### src/rtl/pc_sequencer.sv
// Program-counter stage: holds the fetch PC, advances it on retirement by STEP plus
// the branch offset, and emits a one-cycle return-address write on calls.
module pc_sequencer #(
  parameter int              PC_W     = 32,
  parameter logic [PC_W-1:0] RESET_PC = '0,
  parameter int              STEP     = 1
) (
  input  logic            clk,
  input  logic            reset,
  input  logic            start,
  input  logic            stall,
  input  logic            instr_done,
  input  logic            is_call,
  input  logic            is_halt,
  input  logic [PC_W-1:0] jump_value,
  output logic [PC_W-1:0] pc,
  output logic            pc_valid,
  output logic [PC_W-1:0] ra_wdata,
  output logic            ra_we,
  output logic            halted
);

  localparam logic [PC_W-1:0] STEP_V = PC_W'(STEP);

  typedef enum logic [1:0] {
    IDLE,
    RUN,
    STALL,
    HALT
  } state_t;

  state_t state;
  state_t state_next;
  logic   advance;

  // Stall takes priority over retirement, and a halting instruction never advances.
  assign advance = (state == RUN) && !stall && instr_done && !is_halt;

  always_ff @(posedge clk or posedge reset) begin
    if (reset) begin
      state <= IDLE;
    end else begin
      state <= state_next;
    end
  end

  always_comb begin
    state_next = state;
    case (state)
      IDLE:    if (start) state_next = RUN;
      RUN: begin
        if (stall) begin
          state_next = STALL;
        end else if (instr_done && is_halt) begin
          state_next = HALT;
        end
      end
      STALL:   if (!stall) state_next = RUN;
      HALT:    state_next = HALT;
      default: state_next = IDLE;
    endcase
  end

  always_comb begin
    pc_valid = (state == RUN);
    halted   = (state == HALT);
  end

  // Return address is captured from the pre-update PC on the same edge the PC moves.
  always_ff @(posedge clk or posedge reset) begin
    if (reset) begin
      pc       <= RESET_PC;
      ra_wdata <= '0;
      ra_we    <= 1'b0;
    end else begin
      ra_we <= advance && is_call;
      if (advance) begin
        pc <= pc + STEP_V + jump_value;
        if (is_call) begin
          ra_wdata <= pc + STEP_V;
        end
      end
    end
  end

endmodule
### config.mk
export PLATFORM = sky130hd
export DESIGN_NAME = pc_sequencer
export DESIGN_NICKNAME = d
export VERILOG_FILES = /design/src/rtl/pc_sequencer.sv
export SDC_FILE = /design/constraint.sdc
export NUM_CORES = 1
export LEC_CHECK = 0
export CAP_MARGIN = 15
export CORE_ASPECT_RATIO = 0.7
export CORE_MARGIN = 1
export CORE_UTILIZATION = 51
export CTS_BUF_LIST = sky130_fd_sc_hd__clkbuf_8 sky130_fd_sc_hd__clkbuf_16
export DETAILED_ROUTE_END_ITERATION = 16
export GPL_TIMING_DRIVEN = 0
export PLACE_DENSITY = 0.81
export REMOVE_ABC_BUFFERS = 1
export SETUP_SLACK_MARGIN = 0.5
export SLEW_MARGIN = 20
export SYNTH_ARGS = -nofsm -noshare
export SYNTH_HDL_FRONTEND = slang
export SYNTH_SLANG_ARGS = --single-unit
### constraint.sdc
create_clock -name clk -period 4.2 [get_ports clk]
set_input_delay 1.05 -clock clk [delete_from_list [all_inputs] [get_ports clk]]
set_output_delay 1.05 -clock clk [all_outputs]
set_load 0.01 [all_outputs]
==> results of run 1 <==
-- logic make-up after synthesis --
kind of cell / count (synthesis)
compound gates: 125
xor+xnor: 60
fa+ha+maj: 37
buf+inv: 28
flops: 67
mux: 22
simple gates: 191
-- cell usage after synthesis, types with 4 or more instances --
library cell,n
nand2_1,99
dfrtp_1,67
o21ai_0,46
xnor2_1,39
ha_1,36
a21oi_1,33
nor2_1,28
mux2_2,22
xor2_1,21
clkbuf_1,15
nand3_1,15
nand4_1,15
inv_1,10
a21o_1,8
and4_1,6
nand2b_1,5
a211oi_1,4
a31oi_1,4
and3_1,4
nor2b_1,4
nor3_1,4
o21ai_1,4
o21bai_1,4
-- layout by cell type, fill, tap and decap left out, types with 14 or more instances in the layout --
cell             instances
xnor2_1                 32
nand2_1                 98
nand4_1                 15
nand3_1                 14
dfrtp_1                 55
clkdlybuf4s50_1        104
a21oi_1                 31
xor2_1                  19
buf_4                   16
o21ai_0                 45
mux2_2                  22
nor2_1                  23
ha_1                    28
-- timing repair --
item,CTS,global route
pin swaps,2,18
resized for setup,8,50
setup buffers,1,15
endpoints found under the setup margin,29,21
hold endpoints to repair,0,0
-- cell type report --
type	count	area share [%]
multi-input cells	435	48.2
flip-flops and latches	67	26.0
repair buffers	122	18.5
clock buffers	10	3.68
well taps	120	2.31
inverters	11	0.673
clock inverters	6	0.616
-- worst max path at each step --
stage	to	slack [ns]
2_1_floorplan	pc[30]	0.83
3_3_place_gp	ra_wdata[23]	-0.15
3_5_place_dp	ra_wdata[21]	-0.21
4_1_cts	pc[31]	0.42
5_1_grt	pc[31]	0.39
6_report	pc[30]	0.53
-- sequential cells by signal, indices dropped and copies added (netlist names) --
register / count
pc: 32
ra_wdata: 32
state: 2
ra_we: 1
-- worst max-delay path: stages --
cell             delay (ns)
clkdlybuf4s50_1        0.46
fa_2                   0.45
a21oi_4                0.19
o211ai_2               0.15
a21oi_4                0.22
o31ai_4                0.10
or3_4                  0.41
a221oi_4               0.39
a2111oi_2              0.12
a311o_1                0.36
-- report_power, final --
part | total [W] | leakage [nW] | switching (W) | internal (W)
clock | 0.000719 | 0.139 | 0.000303 | 0.000415
sequential | 0.00115 | 0.871 | 0.000277 | 0.000870
combinational | 0.00256 | 1.82 | 0.00131 | 0.00125
-- metrics by stage --
stage / instance area (um^2) / TNS [ns]
6_report: 6500 / 0
2_1_floorplan: 4650 / 0
5_1_grt: 6500 / 0
4_1_cts: 6200 / 0
3_3_place_gp: 5850 / -1.47
3_5_place_dp: 5880 / -1.98
-- metal layers --
metal | GRT usage, % | vias up | wire (um)
li1 | - | 2105 | -
met2 | 46.4 | 242 | 6100
met5 | 0 | - | 0
met1 | 42.0 | 2190 | 6500
met3 | 6.93 | 31 | 1260
met4 | 6.33 | 0 | 221
==> results.sh, run 1 <==
export IMPL_outcome="completed"
export IMPL_place_gp_congestion=0.920
export IMPL_fin_nets=722
export IMPL_synthSimpleGateAreaFrac_pct=19.0
export IMPL_synth_distinct_cells=50
export IMPL_ys_seq_area_share_pct=35.5
export IMPL_hold_buffers=0
export IMPL_final_util_pct=74.5
export IMPL_final_cells=771
export IMPL_holdCritStartpoint="ra_wdata[28]"
export IMPL_grt_max_degree=60
export IMPL_row_count=28
export IMPL_io_pins=106
export IMPL_track_usage_pct=29.7
export IMPL_ys_top_cells_by_area="dfrtp_1, ha_1, nand2_1, xnor2_1, mux2_2"
export IMPL_syn_area_um2=4720
export IMPL_power_density_nw_per_um2=681
export IMPL_antenna_found_initial=0
export IMPL_cp_max_fo=3
export IMPL_synthAdderAreaFrac_pct=9.97
export IMPL_finalHoldViolations=0
export IMPL_rr_startpoint="pc[17]"
export IMPL_antenna_left=0
export IMPL_setup_viol=0
export IMPL_rrSetupSlack_ns=0.54
export IMPL_cp_start_kind="primary input"
export IMPL_drc=0
export IMPL_synthArstFlopShare_pct=100
export IMPL_startpoint="jump_value[1]"
export IMPL_place_ws_ns=-0.205
export IMPL_yosysTopAreaCell="dfrtp_1"
export IMPL_synth_top_cell_area_share_pct=35.5
export IMPL_worstMarginPinSlew_ns=1.02
export IMPL_synthMuxAreaShare_pct=5.25
export IMPL_grt_overflow_total=0
export IMPL_crit_type="in2reg"
export IMPL_multi_input_area_um2=3140
export IMPL_fillers=628
export IMPL_hold_depth=2
export IMPL_synth_edf_count=0
export IMPL_final_max_slew_violation_count=0
export IMPL_die_area_um2=9640
export IMPL_vias_per_cell=5.92
export IMPL_dp_cells=739
export IMPL_cts_buffers=9
export IMPL_cts_tree="yes"
export IMPL_min_period_ns=3.67
export IMPL_rr_endpoint="pc[29]"
export IMPL_first_pass_iters=5
export IMPL_clk_pin_slew_ns=0.06
export IMPL_start_util_pct=54.1
export IMPL_avgSynthCellArea_um2=8.90
export IMPL_synth_xor_area_share_pct=11.1
export IMPL_synth_top_family_by_area="simple AND/OR/NAND/NOR gates"
export IMPL_hold_end="ra_wdata[28]"
export IMPL_setup_slack_ns=0.530
export IMPL_die_y_um=82.5
export IMPL_synth_warnings=0
export IMPL_final_seq_area_um2=1690
export IMPL_relSlewSlack_pct=32.1
export IMPL_core_um2=8720
export IMPL_wl_per_cell_um=18.3
export IMPL_cts_root_buf="clkbuf_16"
export IMPL_rsz0062_at_grt="true"
export IMPL_worstPathArrival_ns=3.89
export IMPL_clock_latency_ns=0.34
export IMPL_whs_ns=0.472
export IMPL_fmax_mhz=273
export IMPL_p_leak_nw=2.82
export IMPL_ctsHtreeMaxLevel=3
export IMPL_worstPathRequired_ns=4.42
export IMPL_ys_ff_latch=67
export IMPL_dieWidth_um=117
export IMPL_synth_compound_area_share_pct=16.8
export IMPL_clock_path_buffers=2
export IMPL_worstSetupEndpointType="flop"
export IMPL_portBuffers=105
export IMPL_hpwl_mm=9.89
export IMPL_vdd_drop_max_mv=0.365
export IMPL_area_delta_synth_final_pct=37.9
export IMPL_drive_gt1_share_pct=17.8
export IMPL_min_path_type="reg2reg"
export IMPL_antennaDiodeCount=0
export IMPL_reg2reg_depth=15
export IMPL_finalPower_w=0.00443
export IMPL_syn_inst=530
export IMPL_grt_pass1_vias=4197
export IMPL_wl_mm=14.1
export IMPL_drv_cap=0
export IMPL_drt_iter0_drc=348
export IMPL_clock_skew_ns=0.0102
export IMPL_clock_sinks=67
export IMPL_min_period_over_period_pct=87.4
export IMPL_num_vias=4568
export IMPL_grt_pass1_wl_mm=21.5
export IMPL_synthFlopType="dfrtp_1"
No activity file was read; power rests on OpenSTA's default activity.
==> run 2, diff against run 1 <==
--- a/config.mk
+++ b/config.mk
@@ -8,14 +8,14 @@
 export CAP_MARGIN = 15
 export CORE_ASPECT_RATIO = 0.7
 export CORE_MARGIN = 1
-export CORE_UTILIZATION = 51
+export CORE_UTILIZATION = 27
 export CTS_BUF_LIST = sky130_fd_sc_hd__clkbuf_8 sky130_fd_sc_hd__clkbuf_16
+export CTS_CLUSTER_SIZE = 14
 export DETAILED_ROUTE_END_ITERATION = 16
 export GPL_TIMING_DRIVEN = 0
-export PLACE_DENSITY = 0.81
 export REMOVE_ABC_BUFFERS = 1
 export SETUP_SLACK_MARGIN = 0.5
-export SLEW_MARGIN = 20
+export SLEW_MARGIN = 0
 export SYNTH_ARGS = -nofsm -noshare
 export SYNTH_HDL_FRONTEND = slang
 export SYNTH_SLANG_ARGS = --single-unit
==> run 2 against run 1 <==
- via count down 7.9%
- hold slack worse by 0.0024 ns
- die area is 87% higher
- global-route usage shrank 13 points
- flip-flop and latch count is the same
- largest power group unchanged
==> results.sh, run 2 (same netlist as run 1, synthesis figures left out) <==
export IMPL_outcome="completed"
export IMPL_cp_slowest_cell="clkdlybuf4s50_1"
export IMPL_clock_path_buffers=2
export IMPL_rsz0062_at_grt="true"
export IMPL_clock_sinks=67
export IMPL_antenna_left=0
export IMPL_grt_pass1_vias=3966
export IMPL_ctsHtreeMaxLevel=3
export IMPL_dp_cells=850
export IMPL_grt_max_degree=64
export IMPL_grt_pass1_wl_mm=22.5
export IMPL_first_pass_iters=5
export IMPL_clock_latency_ns=0.33
export IMPL_row_count=40
export IMPL_drc=0
export IMPL_wl_mm=14.5
export IMPL_die_y_um=113
export IMPL_antennaDiodeCount=0
export IMPL_min_period_over_period_pct=86.1
export IMPL_die_area_um2=18000
export IMPL_worstPathRequired_ns=4.36
export IMPL_layout_common_cells="clkdlybuf4s50_1, nand2_1, dfrtp_1, o21ai_0, xnor2_1"
export IMPL_p_leak_nw=2.81
export IMPL_core_um2=17100
export IMPL_portBuffers=105
export IMPL_antenna_found_initial=0
export IMPL_final_cells=881
export IMPL_hpwl_mm=11.0
export IMPL_worstMarginPinSlew_ns=1.06
export IMPL_cts_buffers=9
export IMPL_final_util_pct=38.6
export IMPL_power_density_nw_per_um2=659
export IMPL_finalHoldViolations=0
export IMPL_max_stage_delay_ns=0.41
export IMPL_worstPathArrival_ns=3.77
export IMPL_drv_cap=0
export IMPL_multi_input_area_um2=3120
export IMPL_drive_gt1_share_pct=16.9
export IMPL_reg_largest_list="pc x32, ra_wdata x32, state x2"
export IMPL_whs_ns=0.470
export IMPL_start_util_pct=27.6
export IMPL_path_cells="clkdlybuf4s50_1, ha_2, fa_2, a21oi_4, o211ai_2, a21oi_4, o31ai_4, or3_4, a221oi_4, buf_4, xor2_1, o21ai_0"
export IMPL_track_usage_pct=16.3
export IMPL_clock_skew_ns=0.00505
export IMPL_final_seq_area_um2=1690
export IMPL_dieWidth_um=160
export IMPL_num_vias=4209
export IMPL_vdd_drop_max_mv=0.219
export IMPL_area_delta_synth_final_pct=40.2
export IMPL_vias_per_cell=4.78
export IMPL_clk_pin_slew_ns=0.05
export IMPL_final_max_slew_violation_count=0
export IMPL_io_pins=106
export IMPL_crit_path_frequent_cell="a21oi_4"
export IMPL_cp_max_fo=3
export IMPL_relSlewSlack_pct=29.0
export IMPL_crit_type="in2reg"
export IMPL_setup_viol=0
export IMPL_fillers=1760
export IMPL_drt_iter0_drc=197
export IMPL_cts_root_buf="clkbuf_16"
export IMPL_cp_start_kind="primary input"
export IMPL_worstSetupEndpointType="flop"
export IMPL_grt_overflow_total=0
export IMPL_fin_nets=722
export IMPL_fmax_mhz=276
export IMPL_place_gp_congestion=0.858
export IMPL_layout_commonest_cell="clkdlybuf4s50_1"
export IMPL_min_path_type="reg2reg"
export IMPL_cts_tree="yes"
export IMPL_wl_per_cell_um=16.5
export IMPL_rrSetupSlack_ns=0.61
export IMPL_min_period_ns=3.62
[run 2: metrics by stage]
step	setup TNS [ns]	cell area [um^2]	total power (W)	setup slack, ns
after floorplan	0	4650	0.00254	0.830
after global placement	-5.92	5990	0.00343	-0.444
after detailed placement	-6.51	6020	0.00344	-0.475
after CTS	0	6380	0.00420	0.523
after global routing	0	6610	0.00469	0.420
final	0	6610	0.00436	0.582
[run 2: worst max-delay path: cells and delay by family]
kind	cells	cell delay, ns
xor+xnor	1	0.14
fa+ha+maj	2	0.60
compound gates	6	1.02
buf+inv	2	0.59
simple gates	1	0.37
[run 2: report_power, final]
part	internal, W	total, W	switching (W)
clock	0.000405	0.000683	0.000278
combinational	0.00125	0.00254	0.00129
sequential	0.000872	0.00114	0.000267
[run 2: area by class of cell]
type / instances / area share, %
sequential: 67 / 25.6
inverter: 11 / 0.681
timing repair buffer: 122 / 18.1
tap: 231 / 4.37
clock buffer: 10 / 3.61
clock inverter: 5 / 0.341
multi-input combinational: 435 / 47.2
[run 2: worst paths after layout]
kind,cells after the start,end,from
hold / removal,2,ra_wdata[28],ra_wdata[28]
max in group asynchronous,3,pc[12],reset
hold reg to reg,2,ra_wdata[28],ra_wdata[28]
min in group asynchronous,2,ra_wdata[0],reset
setup / recovery,12,pc[26],jump_value[0]
setup reg to reg,14,pc[31],pc[3]
[run 2: what timing repair did]
| action | 4_1_cts | 5_1_grt |
|---|---|---|
| endpoints found under the setup margin | 38 | 18 |
| buffers inserted | 5 | 11 |
| gates resized for setup | 19 | 40 |
| hold buffers | 0 | 0 |
| pin swaps | 4 | 8 |
[run 2: routing by layer]
layer / wire, um / up-vias / global-route usage, %
li1: - / 2104 / -
met1: 7990 / 1975 / 25.8
met5: 0 / - / 0
met2: 5540 / 122 / 21.6
met3: 892 / 8 / 4.32
met4: 82 / 0 / 2.67
